<file path="src/rtl/axi_rd_ram_bridge_if.sv">
`default_nettype none
// ============================================================================
//  Module      : axi_rd_ram_bridge_if
//  Description : Bus bundle for axi_rd_ram_bridge. It carries the AXI4 read
//                address (AR) channel, the read data (R) channel and the
//                simple word-read RAM port (ren/addr -> data, 1-cycle
//                latency).
//                modport slave  : bridge side (AXI slave, RAM requester)
//                modport master : AXI master + RAM model side
//  Revision    : 1.0  initial release
// ============================================================================
interface axi_rd_ram_bridge_if #(
  parameter int AXI_WIDTH      = 128,
  parameter int AXI_ADDR_WIDTH = 32,
  parameter int AXI_ID_WIDTH   = 6
);
  localparam int LSB = $clog2(AXI_WIDTH) - 3;

  // AR channel
  logic [AXI_ID_WIDTH-1:0]       s_axi_arid;
  logic [AXI_ADDR_WIDTH-1:0]     s_axi_araddr;
  logic [7:0]                    s_axi_arlen;
  logic [2:0]                    s_axi_arsize;
  logic [1:0]                    s_axi_arburst;
  logic                          s_axi_arvalid;
  logic                          s_axi_arready;
  // R channel
  logic [AXI_ID_WIDTH-1:0]       s_axi_rid;
  logic [AXI_WIDTH-1:0]          s_axi_rdata;
  logic [1:0]                    s_axi_rresp;
  logic                          s_axi_rlast;
  logic                          s_axi_rvalid;
  logic                          s_axi_rready;
  // RAM read port
  logic                          ram_ren;
  logic [AXI_ADDR_WIDTH-LSB-1:0] ram_addr;
  logic [AXI_WIDTH-1:0]          ram_data;

  modport slave (
    input  s_axi_arid, s_axi_araddr, s_axi_arlen, s_axi_arsize, s_axi_arburst,
           s_axi_arvalid, s_axi_rready, ram_data,
    output s_axi_arready, s_axi_rid, s_axi_rdata, s_axi_rresp, s_axi_rlast,
           s_axi_rvalid, ram_ren, ram_addr
  );

  modport master (
    output s_axi_arid, s_axi_araddr, s_axi_arlen, s_axi_arsize, s_axi_arburst,
           s_axi_arvalid, s_axi_rready, ram_data,
    input  s_axi_arready, s_axi_rid, s_axi_rdata, s_axi_rresp, s_axi_rlast,
           s_axi_rvalid, ram_ren, ram_addr
  );
endinterface
`default_nettype wire

</file>
<file path="src/rtl/axi_rd_ram_bridge.sv">
`default_nettype none
// ============================================================================
//  Module      : axi_rd_ram_bridge
//  Description : AXI4 read-channel slave. Each AR burst becomes a series of
//                word reads on a 1-cycle-latency RAM port; the returned words
//                go out as R beats through a 3-entry output buffer.
//  Ports       : clk  - clock
//                rst  - synchronous reset, active-high
//                bus  - axi_rd_ram_bridge_if.slave (AR, R, RAM port)
//  Revision    : 1.0  initial release
// ============================================================================
module axi_rd_ram_bridge #(
  parameter int AXI_WIDTH         = 128,
  parameter int AXI_ADDR_WIDTH    = 32,
  parameter int AXI_ID_WIDTH      = 6,
  parameter int AXI_MAX_BURST_LEN = 32
) (
  input  logic                    clk,
  input  logic                    rst,
  axi_rd_ram_bridge_if.slave      bus
);
  localparam int         LSB       = $clog2(AXI_WIDTH) - 3;
  localparam int         c_WA      = AXI_ADDR_WIDTH - LSB;
  localparam int         c_DEPTH   = 3;
  localparam logic [2:0] c_SIZE    = 3'(LSB);
  localparam logic [9:0] c_MAX_LEN = 10'(AXI_MAX_BURST_LEN);
  localparam logic [1:0] c_OKAY    = 2'b00;
  localparam logic [1:0] c_SLVERR  = 2'b10;

  typedef enum logic [0:0] {
    S_IDLE  = 1'b0,
    S_BURST = 1'b1
  } state_t;

  // Burst sequencer
  state_t                  r_state;
  logic                    r_arready;
  logic [AXI_ID_WIDTH-1:0] r_id;
  logic [c_WA-1:0]         r_waddr;
  logic [8:0]              r_remaining;
  logic                    r_fixed;
  logic                    r_err;

  // Tag of the RAM read issued last cycle; its data arrives this cycle
  logic                    r_inflight;
  logic [AXI_ID_WIDTH-1:0] r_tag_id;
  logic [1:0]              r_tag_resp;
  logic                    r_tag_last;

  // Output buffer, slot 0 is the head driving R
  logic [AXI_WIDTH-1:0]    r_fdata [c_DEPTH];
  logic [AXI_ID_WIDTH-1:0] r_fid   [c_DEPTH];
  logic [1:0]              r_fresp [c_DEPTH];
  logic                    r_flast [c_DEPTH];
  logic [1:0]              r_count;

  logic                    w_ar_hs;
  logic [9:0]              w_ar_beats;
  logic                    w_ar_err;
  logic                    w_ren;
  logic                    w_push;
  logic                    w_pop;
  logic [1:0]              w_wr_idx;

  assign w_ar_hs    = bus.s_axi_arvalid & r_arready;
  assign w_ar_beats = {2'b00, bus.s_axi_arlen} + 10'd1;
  // WRAP (2) and reserved (3) both have arburst[1] set
  assign w_ar_err   = (bus.s_axi_arsize != c_SIZE) | bus.s_axi_arburst[1] |
                      (w_ar_beats > c_MAX_LEN);

  // Credit: words already buffered plus the one in flight must leave room,
  // so the buffer can never overflow. Only registered state feeds this.
  assign w_ren    = (r_state == S_BURST) &&
                    (({1'b0, r_count} + {2'b00, r_inflight}) < 3'd3);
  assign w_push   = r_inflight;
  assign w_pop    = (r_count != 2'd0) & bus.s_axi_rready;
  // On a simultaneous pop the buffer shifts down, so the new word lands one slot lower
  assign w_wr_idx = r_count - {1'b0, w_pop};

  // --------------------------------------------------------------------------
  // Burst sequencer FSM
  // --------------------------------------------------------------------------
  always_ff @(posedge clk) begin
    if (rst) begin
      r_state     <= S_IDLE;
      r_arready   <= 1'b0;
      r_id        <= '0;
      r_waddr     <= '0;
      r_remaining <= '0;
      r_fixed     <= 1'b0;
      r_err       <= 1'b0;
    end else begin
      case (r_state)
        S_IDLE: begin
          r_arready <= 1'b1;
          if (w_ar_hs) begin
            r_id        <= bus.s_axi_arid;
            r_waddr     <= bus.s_axi_araddr[AXI_ADDR_WIDTH-1:LSB];
            r_remaining <= w_ar_beats[8:0];
            r_fixed     <= (bus.s_axi_arburst == 2'b00);
            r_err       <= w_ar_err;
            r_arready   <= 1'b0;
            r_state     <= S_BURST;
          end
        end
        S_BURST: begin
          if (w_ren) begin
            if (!r_fixed) begin
              r_waddr <= r_waddr + 1'b1;
            end
            r_remaining <= r_remaining - 9'd1;
            if (r_remaining == 9'd1) begin
              r_state   <= S_IDLE;
              r_arready <= 1'b1;
            end
          end
        end
        default: begin
          r_state   <= S_IDLE;
          r_arready <= 1'b0;
        end
      endcase
    end
  end

  // --------------------------------------------------------------------------
  // In-flight tag and output buffer
  // --------------------------------------------------------------------------
  always_ff @(posedge clk) begin
    if (rst) begin
      r_inflight <= 1'b0;
      r_tag_id   <= '0;
      r_tag_resp <= c_OKAY;
      r_tag_last <= 1'b0;
      r_count    <= 2'd0;
      for (int i = 0; i < c_DEPTH; i++) begin
        r_fdata[i] <= '0;
        r_fid[i]   <= '0;
        r_fresp[i] <= c_OKAY;
        r_flast[i] <= 1'b0;
      end
    end else begin
      r_inflight <= w_ren;
      if (w_ren) begin
        r_tag_id   <= r_id;
        r_tag_resp <= r_err ? c_SLVERR : c_OKAY;
        r_tag_last <= (r_remaining == 9'd1);
      end

      for (int i = 0; i < c_DEPTH - 1; i++) begin
        if (w_push && (w_wr_idx == 2'(i))) begin
          r_fdata[i] <= bus.ram_data;
          r_fid[i]   <= r_tag_id;
          r_fresp[i] <= r_tag_resp;
          r_flast[i] <= r_tag_last;
        end else if (w_pop) begin
          r_fdata[i] <= r_fdata[i+1];
          r_fid[i]   <= r_fid[i+1];
          r_fresp[i] <= r_fresp[i+1];
          r_flast[i] <= r_flast[i+1];
        end
      end
      if (w_push && (w_wr_idx == 2'(c_DEPTH - 1))) begin
        r_fdata[c_DEPTH-1] <= bus.ram_data;
        r_fid[c_DEPTH-1]   <= r_tag_id;
        r_fresp[c_DEPTH-1] <= r_tag_resp;
        r_flast[c_DEPTH-1] <= r_tag_last;
      end

      r_count <= r_count + {1'b0, w_push} - {1'b0, w_pop};
    end
  end

  // --------------------------------------------------------------------------
  // Outputs: forced to zero while reset is asserted
  // --------------------------------------------------------------------------
  assign bus.s_axi_arready = r_arready & ~rst;
  assign bus.s_axi_rvalid  = (r_count != 2'd0) & ~rst;
  assign bus.s_axi_rid     = rst ? '0 : r_fid[0];
  assign bus.s_axi_rdata   = rst ? '0 : r_fdata[0];
  assign bus.s_axi_rresp   = rst ? c_OKAY : r_fresp[0];
  assign bus.s_axi_rlast   = r_flast[0] & ~rst;
  assign bus.ram_ren       = w_ren & ~rst;
  assign bus.ram_addr      = rst ? '0 : r_waddr;
endmodule
`default_nettype wire

</file>
<file path="src/flat_wrapper.sv">
// flat-port wrapper written by rule: the top's interface ports become plain ports
module axi_rd_ram_bridge_flat 
#(
  parameter int AXI_WIDTH         = 128,
  parameter int AXI_ADDR_WIDTH    = 32,
  parameter int AXI_ID_WIDTH      = 6,
  parameter int AXI_MAX_BURST_LEN = 32
)
  (clk, rst, bus_s_axi_arid, bus_s_axi_araddr, bus_s_axi_arlen, bus_s_axi_arsize, bus_s_axi_arburst, bus_s_axi_arvalid, bus_s_axi_rready, bus_ram_data, bus_s_axi_arready, bus_s_axi_rid, bus_s_axi_rdata, bus_s_axi_rresp, bus_s_axi_rlast, bus_s_axi_rvalid, bus_ram_ren, bus_ram_addr);
  axi_rd_ram_bridge_if #(.AXI_WIDTH(AXI_WIDTH), .AXI_ADDR_WIDTH(AXI_ADDR_WIDTH), .AXI_ID_WIDTH(AXI_ID_WIDTH)) bus_i ();
  input  logic clk;
  input  logic rst;
  input wire logic [$bits(bus_i.s_axi_arid)-1:0] bus_s_axi_arid;
  input wire logic [$bits(bus_i.s_axi_araddr)-1:0] bus_s_axi_araddr;
  input wire logic [$bits(bus_i.s_axi_arlen)-1:0] bus_s_axi_arlen;
  input wire logic [$bits(bus_i.s_axi_arsize)-1:0] bus_s_axi_arsize;
  input wire logic [$bits(bus_i.s_axi_arburst)-1:0] bus_s_axi_arburst;
  input wire logic [$bits(bus_i.s_axi_arvalid)-1:0] bus_s_axi_arvalid;
  input wire logic [$bits(bus_i.s_axi_rready)-1:0] bus_s_axi_rready;
  input wire logic [$bits(bus_i.ram_data)-1:0] bus_ram_data;
  output wire logic [$bits(bus_i.s_axi_arready)-1:0] bus_s_axi_arready;
  output wire logic [$bits(bus_i.s_axi_rid)-1:0] bus_s_axi_rid;
  output wire logic [$bits(bus_i.s_axi_rdata)-1:0] bus_s_axi_rdata;
  output wire logic [$bits(bus_i.s_axi_rresp)-1:0] bus_s_axi_rresp;
  output wire logic [$bits(bus_i.s_axi_rlast)-1:0] bus_s_axi_rlast;
  output wire logic [$bits(bus_i.s_axi_rvalid)-1:0] bus_s_axi_rvalid;
  output wire logic [$bits(bus_i.ram_ren)-1:0] bus_ram_ren;
  output wire logic [$bits(bus_i.ram_addr)-1:0] bus_ram_addr;
  assign bus_i.s_axi_arid = bus_s_axi_arid;
  assign bus_i.s_axi_araddr = bus_s_axi_araddr;
  assign bus_i.s_axi_arlen = bus_s_axi_arlen;
  assign bus_i.s_axi_arsize = bus_s_axi_arsize;
  assign bus_i.s_axi_arburst = bus_s_axi_arburst;
  assign bus_i.s_axi_arvalid = bus_s_axi_arvalid;
  assign bus_i.s_axi_rready = bus_s_axi_rready;
  assign bus_i.ram_data = bus_ram_data;
  assign bus_s_axi_arready = bus_i.s_axi_arready;
  assign bus_s_axi_rid = bus_i.s_axi_rid;
  assign bus_s_axi_rdata = bus_i.s_axi_rdata;
  assign bus_s_axi_rresp = bus_i.s_axi_rresp;
  assign bus_s_axi_rlast = bus_i.s_axi_rlast;
  assign bus_s_axi_rvalid = bus_i.s_axi_rvalid;
  assign bus_ram_ren = bus_i.ram_ren;
  assign bus_ram_addr = bus_i.ram_addr;
  axi_rd_ram_bridge #(.AXI_WIDTH(AXI_WIDTH), .AXI_ADDR_WIDTH(AXI_ADDR_WIDTH), .AXI_ID_WIDTH(AXI_ID_WIDTH), .AXI_MAX_BURST_LEN(AXI_MAX_BURST_LEN)) u_core (.clk(clk), .rst(rst), .bus(bus_i));
endmodule
</file>
<file path="config.mk">
export PLATFORM = sky130hd
export DESIGN_NAME = axi_rd_ram_bridge_flat
export DESIGN_NICKNAME = d
export VERILOG_FILES = /design/src/rtl/axi_rd_ram_bridge_if.sv /design/src/rtl/axi_rd_ram_bridge.sv /design/src/flat_wrapper.sv
export SDC_FILE = /design/constraint.sdc
export NUM_CORES = 1
export LEC_CHECK = 0
export ABC_AREA = 0
export CAP_MARGIN = 20
export CORE_MARGIN = 2
export CORE_UTILIZATION = 45
export DETAILED_ROUTE_END_ITERATION = 16
export DONT_BUFFER_PORTS = 1
export PLACE_DENSITY = 0.66
export SLEW_MARGIN = 10
export SYNTH_ARGS = -nofsm -noshare
export SYNTH_HDL_FRONTEND = slang
export SYNTH_SLANG_ARGS = --single-unit
</file>
<file path="constraint.sdc">
create_clock -name clk -period 12.6 [get_ports clk]
set_input_delay 0.63 -clock clk [delete_from_list [all_inputs] [get_ports clk]]
set_output_delay 0.63 -clock clk [all_outputs]
set_load 0.05 [all_outputs]
</file>
==> impl_metrics.ini, run 1 <==
[clocking]
post_cts_resize_count = 0
clkSlewWorstSetupHoldPaths_ps = 60
cts_stage_hold_buffer_count = 0
tritoncts = yes
cts.sinks = 466
clockBufferDepth = 3
worstSkewPairLatency_ps = 580
ctsRootBufferMaster = sky130_fd_sc_hd__clkbuf_16
cts_max_level = 2
num_cts_buffers = 50
post_cts_buffers = 0

[final_layout]
area.growth.synth_to_final_pct = 9.36
most-common-layout-cells = sky130_fd_sc_hd__nand2_1, sky130_fd_sc_hd__edfxtp_1, sky130_fd_sc_hd__a21oi_1
nets = 2229
commonest_non_fill_non_tap_cell_in_the_layout = sky130_fd_sc_hd__nand2_1
post-route-util = 0.497
drive_above_1_share = 0.0515
antenna_cells_inserted = 0
post_layout_nonfiller_instances = 2692

[routing]
route.antenna.remaining_nets = 0
via_per_inst = 5.72
met1_length_mm = 22.5
drt_pass1_iterations = 5
detail_route.drc_violations = 0
detailroute.via_count = 15400
wl_met2_mm = 26.8
highest-signal-layer = met4
first_iter_violations = 1248
total_routed_wirelength_mm = 55.9
wl_per_cell_um = 20.8
wl_met3_mm = 4.79

[global_routing]
groute.usage.overall = 0.217
grt_max_degree = 220
grt_antenna_before_repair = 0
grt_first_pass_wirelength_mm = 85.2
vias_in_the_first_global_route = 14700
gr-total-overflow = 0

[timing]
layout_skew_ps = 16.7
final_period_util = 0.289
setup_viol = 0
slew-limit-headroom = 0.200
timing.setup.tns_ps = 0
finalHoldViolations = 0
timing_max_transition_violations_final = 0
max_slew.worst_pin.slew_ps = 1200
fin_ws_ps = 8960
fmax_mhz = 275
period_needed_ps = 3640
rsz0062_at_grt = no

[placed_design]
io_buffers = 0
place.gp.congestion = 0.848
placement.setup.worst_slack_ps = 9170
place.detailed.hpwl_mm = 32.1
placedCellCount = 2602

[floorplanning]
floorplan.die.height_um = 223
core_sq_um = 47500
num_io_pins = 351
fp.dieW_um = 223
placementRows = 80
start_util = 0.454
design.die.area_sq_um = 49700

[critical_path]
critical_path_arrival_ps = 3010
data_required_time_at_the_worst_endpoint_ps = 11970
critical_path.reg2reg.startpoint = u_core.r_count[0]$_SDFF_PP0_
timing.critical_path.to_type = primary output
peak_fanout_along_the_critical_path = 10
crit_type = reg2out
critical_path.startpoint = u_core.r_count[0]$_SDFF_PP0_
critical_path.startpoint_type = flip-flop

[logic_synthesis]
synth-seq-cells = 466
synth.cell_area_sq_um = 21600
synthesis.area_per_instance_sq_um = 10.2
synthesis.nets = 2314
synth_flop_cell = sky130_fd_sc_hd__edfxtp_1
ys_types = 62
number_of_enable_type_register_cells_in_the_synthesized_netlist = 408
portion_of_the_post_synthesis_area_used_by_sequential_elements = 0.621
post_synth_inst_count = 2124
ys_async_sr_fraction = 0
yosysWarningCount = 0

[power]
vdd_drop_max_mv = 0.127
p_leak_nw = 8.57
fin_total_pwr_w = 0.00417
power_density_nw_per_um2 = 177

[run]
cap_viol_max_count = 0

[min_path]
worst_hold_startpoint = rst
worstHoldPathType = in2reg

[status]
result_of_the_run = completed
-- critical path, stage by stage (launching register included) --
cell	delay [ps]
sky130_fd_sc_hd__dfxtp_1	600
sky130_fd_sc_hd__ha_1	230
sky130_fd_sc_hd__ha_1	240
sky130_fd_sc_hd__a21oi_1	250
sky130_fd_sc_hd__nand2_1	320
sky130_fd_sc_hd__nor2_1	780
-- per-layer routing --
layer | vias up | track usage
met1 | 7475 | 0.284
li1 | 7186 | -
met2 | 641 | 0.354
met5 | - | 0
met4 | 0 | 0.0738
met3 | 105 | 0.0548
-- cells by family (layout without fill, tap and decap cells) --
group,Yosys count,count (layout),synth area share
AO/OA/AOI/OAI,426,426,0.108
XOR/XNOR,5,5,0.00203
adder cells (fa/ha/maj),7,7,0.00406
buffers and inverters,174,127,0.0319
flip-flops,466,466,0.621
multiplexers,5,5,0.00238
other,1,1,0.000174
AND/OR/NAND/NOR,1040,1040,0.230
-- power breakdown --
part           leakage (nW)  switching, W  internal [W]  total, W
logic                  3.06      0.000563      0.000149  0.000712
registers              4.72     0.0000704       0.00194   0.00201
clock network         0.786      0.000594      0.000858   0.00145
total                  8.57       0.00123       0.00294   0.00417
-- synthesized netlist by cell type, drive strengths merged, types with 3 or more instances --
master,instances,share of area
and2,142,0.041
a2bb2oi,4,0.0016
nor2b,171,0.050
o21a,3,0.0010
o2bb2ai,3,0.0012
ha,7,0.0041
or3,3,0.00087
a22oi,5,0.0017
inv,12,0.0021
a31oi,13,0.0038
a211oi,3,0.0010
mux2i,4,0.0019
nand2,601,0.10
clkbuf,125,0.022
buf,37,0.0080
o22ai,3,0.00087
dfxtp,58,0.054
nand3,17,0.0039
o21ai,33,0.0076
o32ai,5,0.0020
nand4,15,0.0043
o211ai,11,0.0038
nand3b,3,0.0010
nor3,13,0.0032
o311ai,5,0.0020
xnor2,3,0.0012
a21o,3,0.0010
nand2b,4,0.0012
edfxtp,408,0.57
nor4,9,0.0026
and3,11,0.0032
or4,12,0.0042
nor2,24,0.0042
and4,7,0.0028
a21oi,321,0.074
-- flip-flops by register name, summed over array words and instances, names as in the netlist, 2 cells and up --
register,flops
u_core.r_count,2
u_core.r_waddr,28
u_core.r_remaining,9
u_core.r_flast,3
u_core.r_fresp,3
u_core.r_fid,18
u_core.r_id,6
u_core.r_fdata,384
u_core.r_tag_id,6
-- final cells by class --
class	count	area (sq um)
Clock buffer	74	1420
Clock inverter	16	185
Fill cell	4284	23900
Inverter	12	45.0
Multi-Input combinational cell	1484	7570
Sequential cell	466	13400
Tap cell	615	769
Timing Repair Buffer	25	215
-- per-stage QoR --
step | instance area, sq um | hold WS, ps
after floorplan | 21600 | 429
after global placement | 22000 | 441
after detailed placement | 22000 | 444
after CTS | 23600 | 84.2
after global routing | 23600 | 100
final | 23600 | 127
-- final timing paths --
path / slack, ps / cells after the start / end
max: 8960 / 5 / bus_ram_ren
min: 130 / 1 / u_core.r_waddr[0]$_SDFFE_PP0P_
max reg2reg: 9370 / 6 / u_core.r_fdata[0][61]$_SDFFCE_PN0P_
min reg2reg: 450 / 2 / u_core.r_id[2]$_SDFFE_PP0P_
(Power assumes the default switching activity.)
==> inputs of run 2 (changes only) <==
==> constraint.sdc (replaced) <==
create_clock -name clk -period 3.4 [get_ports clk]
set_input_delay 0.17 -clock clk [delete_from_list [all_inputs] [get_ports clk]]
set_output_delay 0.17 -clock clk [all_outputs]
set_load 0.05 [all_outputs]
==> run 2 against run 1 <==
Via count up 5.7%. Worst setup slack worse by 8600 ps. Flip-flop and latch count unchanged. Register-to-register slack worse by 9000 ps. Die area unchanged. Critical path type is now reg2reg.
==> impl_metrics.ini, run 2 (same netlist as run 1, synthesis figures left out) <==
[timing]
slew-limit-headroom = 0.221
final_period_util = 0.900
timing_max_transition_violations_final = 0
timing.setup.tns_ps = 0
layout_skew_ps = 13.8
max_slew.worst_pin.slew_ps = 1170
finalHoldViolations = 0
fmax_mhz = 327
setup_viol = 0
rsz0062_at_grt = no
period_needed_ps = 3060

[floorplanning]
core_sq_um = 47500
num_io_pins = 351
placementRows = 80
start_util = 0.454
floorplan.die.height_um = 223
design.die.area_sq_um = 49700
fp.dieW_um = 223

[global_routing]
groute.usage.overall = 0.233
vias_in_the_first_global_route = 16300
grtUsageMet1 = 0.294
grtUsageMet3 = 0.0431
global_route.peak_usage_layer = met2
met2_usage = 0.404
grt_antenna_before_repair = 3
grt_first_pass_wirelength_mm = 91.9
grt_max_degree = 167
gr-total-overflow = 0

[power]
p_leak_nw = 9.49
fin_total_pwr_w = 0.0158
power_density_nw_per_um2 = 613
vdd_drop_max_mv = 0.404

[final_layout]
multiInputGateArea_sq_um = 7580
largest_registers = u_core.r_fdata: 384 flops, u_core.r_waddr: 28 flops, u_core.r_fid: 18 flops
area.growth.synth_to_final_pct = 19.2
nets = 2425
register_area_sq_um = 13400
largest_register = u_core.r_fdata
drive_above_1_share = 0.0555
largest_reg_flops = 384
commonest_non_fill_non_tap_cell_in_the_layout = sky130_fd_sc_hd__nand2_1
most-common-layout-cells = sky130_fd_sc_hd__nand2_1, sky130_fd_sc_hd__edfxtp_1, sky130_fd_sc_hd__a21oi_1
num-fill-cells = 4060

[clocking]
num_cts_buffers = 51
cts.sinks = 466
cts_max_level = 2
ctsRootBufferMaster = sky130_fd_sc_hd__clkbuf_16
clkSlewWorstSetupHoldPaths_ps = 60
tritoncts = yes
worstSkewPairLatency_ps = 590
clockBufferDepth = 3
post_cts_buffers = 0

[placed_design]
io_buffers = 0
place.gp.congestion = 0.875
place.detailed.hpwl_mm = 32.4

[run]
cap_viol_max_count = 0

[min_path]
holdPathStages = 3
worstHoldPathType = in2reg

[critical_path]
peak_fanout_along_the_critical_path = 10
crit_type = reg2reg
critical_path.startpoint_type = flip-flop
data_required_time_at_the_worst_endpoint_ps = 3870
critical_path_arrival_ps = 3530
worst_r2r_path_cells = 7
timing.critical_path.to_type = flip-flop

[routing]
first_iter_violations = 1403
wl_per_cell_um = 20.2
drt_pass1_iterations = 5
route.antenna.remaining_nets = 0
detailroute.via_count = 16300
via_per_inst = 5.63
total_routed_wirelength_mm = 58.4
detail_route.drc_violations = 0

[status]
result_of_the_run = completed
-- run 2: cell types whose count changed in the layout (fill, tap and decap cells not counted), sizes merged --
cell | previous run | this run
bufinv | 4 | 3
buf | 25 | 41
clkbuf | 74 | 65
diode | 0 | 4
dlygate4sd3 | 0 | 179
clkinvlp | 0 | 1
clkinv | 10 | 19
-- run 2: repair_timing --
action                                 in CTS  in global routing
hold buffers                              180                  0
endpoints found under the hold margin     442                  0
gates resized for setup                     0                  0
-- run 2: final cells by class --
cell class	count	area share
Sequential cell	466	0.521
Antenna cell	4	0.000389
Multi-Input combinational cell	1484	0.295
Clock buffer	65	0.0538
Inverter	12	0.00175
Clock inverter	25	0.00822
Tap cell	615	0.0299
Timing Repair Buffer	220	0.0900
-- run 2: routing by layer --
layer,vias to the layer above,part of all wire
met5,-,0
met1,7953,0.41
met4,0,0.023
met3,88,0.070
li1,7583,-
met2,663,0.50
-- run 2: worst paths after layout --
kind	from	slack (ps)	end
max reg2reg	u_core.r_count[0]$_SDFF_PP0_	340	u_core.r_waddr[12]$_SDFFE_PP0P_
max	u_core.r_count[0]$_SDFF_PP0_	340	u_core.r_waddr[12]$_SDFFE_PP0P_
min	bus_s_axi_arlen[1]	70	u_core.r_remaining[1]$_SDFFE_PP0P_
min reg2reg	u_core.r_id[5]$_SDFFE_PP0P_	460	u_core.r_id[5]$_SDFFE_PP0P_
-- run 2: through the flow --
step | cell area, sq um | hold slack, ps | worst slack, ps | utilization | std cells
2_1_floorplan | 21600 | 306 | 111 | - | 2124
3_3_place_gp | 22300 | 268 | 694 | 0.469 | 2615
3_5_place_dp | 22300 | 268 | 662 | 0.469 | 2617
4_1_cts | 25700 | 0.570 | 374 | 0.541 | 2887
5_1_grt | 25700 | 52.6 | 166 | 0.541 | 2890
6_report | 25700 | 65.2 | 338 | 0.541 | 2891
-- run 2: report_power, final --
part           internal (W)  switching (W)
combinational      0.000756        0.00222
clock               0.00310        0.00225
sequential          0.00718       0.000266
-- run 2: worst max-delay path: stages, from the launching register on --
cell,delay [ps]
sky130_fd_sc_hd__dfxtp_1,590
sky130_fd_sc_hd__ha_1,220
sky130_fd_sc_hd__ha_1,230
sky130_fd_sc_hd__a21o_1,280
sky130_fd_sc_hd__or3_1,520
sky130_fd_sc_hd__o311ai_0,400
sky130_fd_sc_hd__a21oi_1,120
sky130_fd_sc_hd__dlygate4sd3_1,570
==> inputs of run 3 (changes only) <==
==> constraint.sdc (replaced) <==
create_clock -name clk -period 3.4 [get_ports clk]
set_input_delay 0.51 -clock clk [delete_from_list [all_inputs] [get_ports clk]]
set_output_delay 0.51 -clock clk [all_outputs]
set_load 0.05 [all_outputs]
==> run 3 against run 2 <==
Die area stayed put. Critical path type is now reg2out. Clock power is 4.3% lower. Largest power group unchanged. Worst setup slack better by 7.5 ps.
==> impl_metrics.ini, run 3 (same netlist as run 1, synthesis figures left out) <==
[status]
result_of_the_run = completed

[routing]
wl_per_cell_um = 21.0
via_per_inst = 5.76
detail_route.drc_violations = 0
detailroute.via_count = 15600
total_routed_wirelength_mm = 56.9
first_iter_violations = 1493
route.antenna.remaining_nets = 0
drt_pass1_iterations = 6

[clocking]
num_cts_buffers = 50
cts_stage_hold_buffer_count = 2
cts.sinks = 466
tritoncts = yes
cts_max_level = 2
post_cts_resize_count = 0
clockBufferDepth = 3
post_cts_buffers = 0
clkSlewWorstSetupHoldPaths_ps = 60
ctsRootBufferMaster = sky130_fd_sc_hd__clkbuf_16
worstSkewPairLatency_ps = 590

[timing]
layout_skew_ps = 21.5
fmax_mhz = 327
period_needed_ps = 3050
max_slew.worst_pin.slew_ps = 1120
timing.setup.tns_ps = 0
finalHoldViolations = 0
final_period_util = 0.898
rsz0062_at_grt = no
setup_viol = 0
timing_max_transition_violations_final = 0
slew-limit-headroom = 0.254
fin_ws_ps = 346

[global_routing]
grt_max_degree = 219
gr-total-overflow = 0
grt_first_pass_wirelength_mm = 87.4
groute.usage.overall = 0.223
grt_antenna_before_repair = 0
vias_in_the_first_global_route = 14900

[final_layout]
drive_above_1_share = 0.0592
largest_reg_flops = 384
largest_registers = u_core.r_fdata: 384 flops, u_core.r_waddr: 28 flops, u_core.r_fid: 18 flops
largest_register = u_core.r_fdata
post_layout_nonfiller_instances = 2710
commonest_non_fill_non_tap_cell_in_the_layout = sky130_fd_sc_hd__nand2_1
antenna_cells_inserted = 0
most-common-layout-cells = sky130_fd_sc_hd__nand2_1, sky130_fd_sc_hd__edfxtp_1, sky130_fd_sc_hd__a21oi_1
nets = 2246
area.growth.synth_to_final_pct = 10.1

[min_path]
worstHoldPathType = in2reg

[power]
p_int_w = 0.0107
power_density_nw_per_um2 = 642
p_leak_nw = 8.65
fin_total_pwr_w = 0.0153
p_clk_frac = 0.335
vdd_drop_max_mv = 0.439
net-switching-power_w = 0.00458
power.share.combinational = 0.177
p_sw_frac = 0.300
share_seq_of_total_power = 0.488

[critical_path]
worst_path_dominant_cell_family = flip-flops
critical_path_arrival_ps = 2540
critical_path.startpoint_type = flip-flop
crit_slowest_cell = sky130_fd_sc_hd__dfxtp_1
peak_fanout_along_the_critical_path = 10
timing.critical_path.buf_inv = 1
crit_type = reg2out
data_required_time_at_the_worst_endpoint_ps = 2890
timing.critical_path.to_type = primary output
crit_chain = ha_1 > ha_1 > a21oi_1 > nand2_1 > nor2_1 > buf_4
timing.critical_path.slowest_cell_delay_ps = 570
cp_common_cell = sky130_fd_sc_hd__ha_1

[floorplanning]
fp.dieW_um = 223
num_io_pins = 351
placementRows = 80
design.die.area_sq_um = 49700
core_sq_um = 47500
floorplan.die.height_um = 223
start_util = 0.454

[placed_design]
place.gp.congestion = 0.861
placedCellCount = 2617
io_buffers = 0
place.detailed.hpwl_mm = 32.2
placement.setup.worst_slack_ps = 639

[run]
cap_viol_max_count = 0
[run 3: cell count changes in the layout (fill, tap and decap cells not counted), moves of 4 or more]
cell and delta:
sky130_fd_sc_hd__buf_12 -6, sky130_fd_sc_hd__buf_4 +8, sky130_fd_sc_hd__dlygate4sd3_1 -177, sky130_fd_sc_hd__clkbuf_8 +8
sky130_fd_sc_hd__diode_2 -4
[run 3: worst paths after layout]
path	from	to	slack [ps]	cells past startpoint
setup / recovery	u_core.r_count[0]$_SDFF_PP0_	bus_ram_ren	350	6
hold / removal	bus_s_axi_arid[2]	u_core.r_id[2]$_SDFFE_PP0P_	70	2
setup reg to reg	u_core.r_count[0]$_SDFF_PP0_	u_core.r_waddr[26]$_SDFFE_PP0P_	620	6
hold reg to reg	u_core.r_id[3]$_SDFFE_PP0P_	u_core.r_id[3]$_SDFFE_PP0P_	460	2
[run 3: area by class of cell]
| cell class | count | area [sq um] |
|---|---|---|
| Clock buffer | 73 | 1430 |
| Clock inverter | 18 | 95.1 |
| Fill cell | 4239 | 23800 |
| Inverter | 12 | 45.0 |
| Multi-Input combinational cell | 1484 | 7580 |
| Sequential cell | 466 | 13400 |
| Tap cell | 615 | 769 |
| Timing Repair Buffer | 42 | 433 |
[run 3: worst reg2reg max path, stage by stage, from the launching register on]
cell and delay (ps):
sky130_fd_sc_hd__dfxtp_1 570, sky130_fd_sc_hd__ha_1 230, sky130_fd_sc_hd__ha_1 240, sky130_fd_sc_hd__a21o_1 290, sky130_fd_sc_hd__or3_1 520, sky130_fd_sc_hd__or4b_1 570, sky130_fd_sc_hd__a221oi_1 280
[run 3: power by group through the flow]
stage / Clock, W / Combinational [W] / Sequential (W)
after detailed placement: 0 / 0.00272 / 0.00755
after CTS: 0.00522 / 0.00274 / 0.00744
after global placement: 0 / 0.00268 / 0.00752
after global routing: 0.00541 / 0.00292 / 0.00752
after floorplan: 0 / 0.00213 / 0.00746
final: 0.00512 / 0.00271 / 0.00744
[run 3: stage by stage]
| stage | instance area (sq um) | utilization | hold WS [ps] |
|---|---|---|---|
| finish | 23800 | 0.500 | 73.0 |
| global placement | 22200 | 0.467 | 443 |
| global route | 23800 | 0.500 | 47.9 |
| floorplan | 21600 | - | 429 |
| detailed placement | 22200 | 0.467 | 443 |
| CTS | 23800 | 0.500 | 8.11 |
[run 3: metal layers]
| metal | track usage | wire length, um |
|---|---|---|
| met1 | 0.293 | 23500 |
| met2 | 0.358 | 27000 |
| met3 | 0.0524 | 4390 |
| met4 | 0.0875 | 2090 |
| met5 | 0 | 0 |
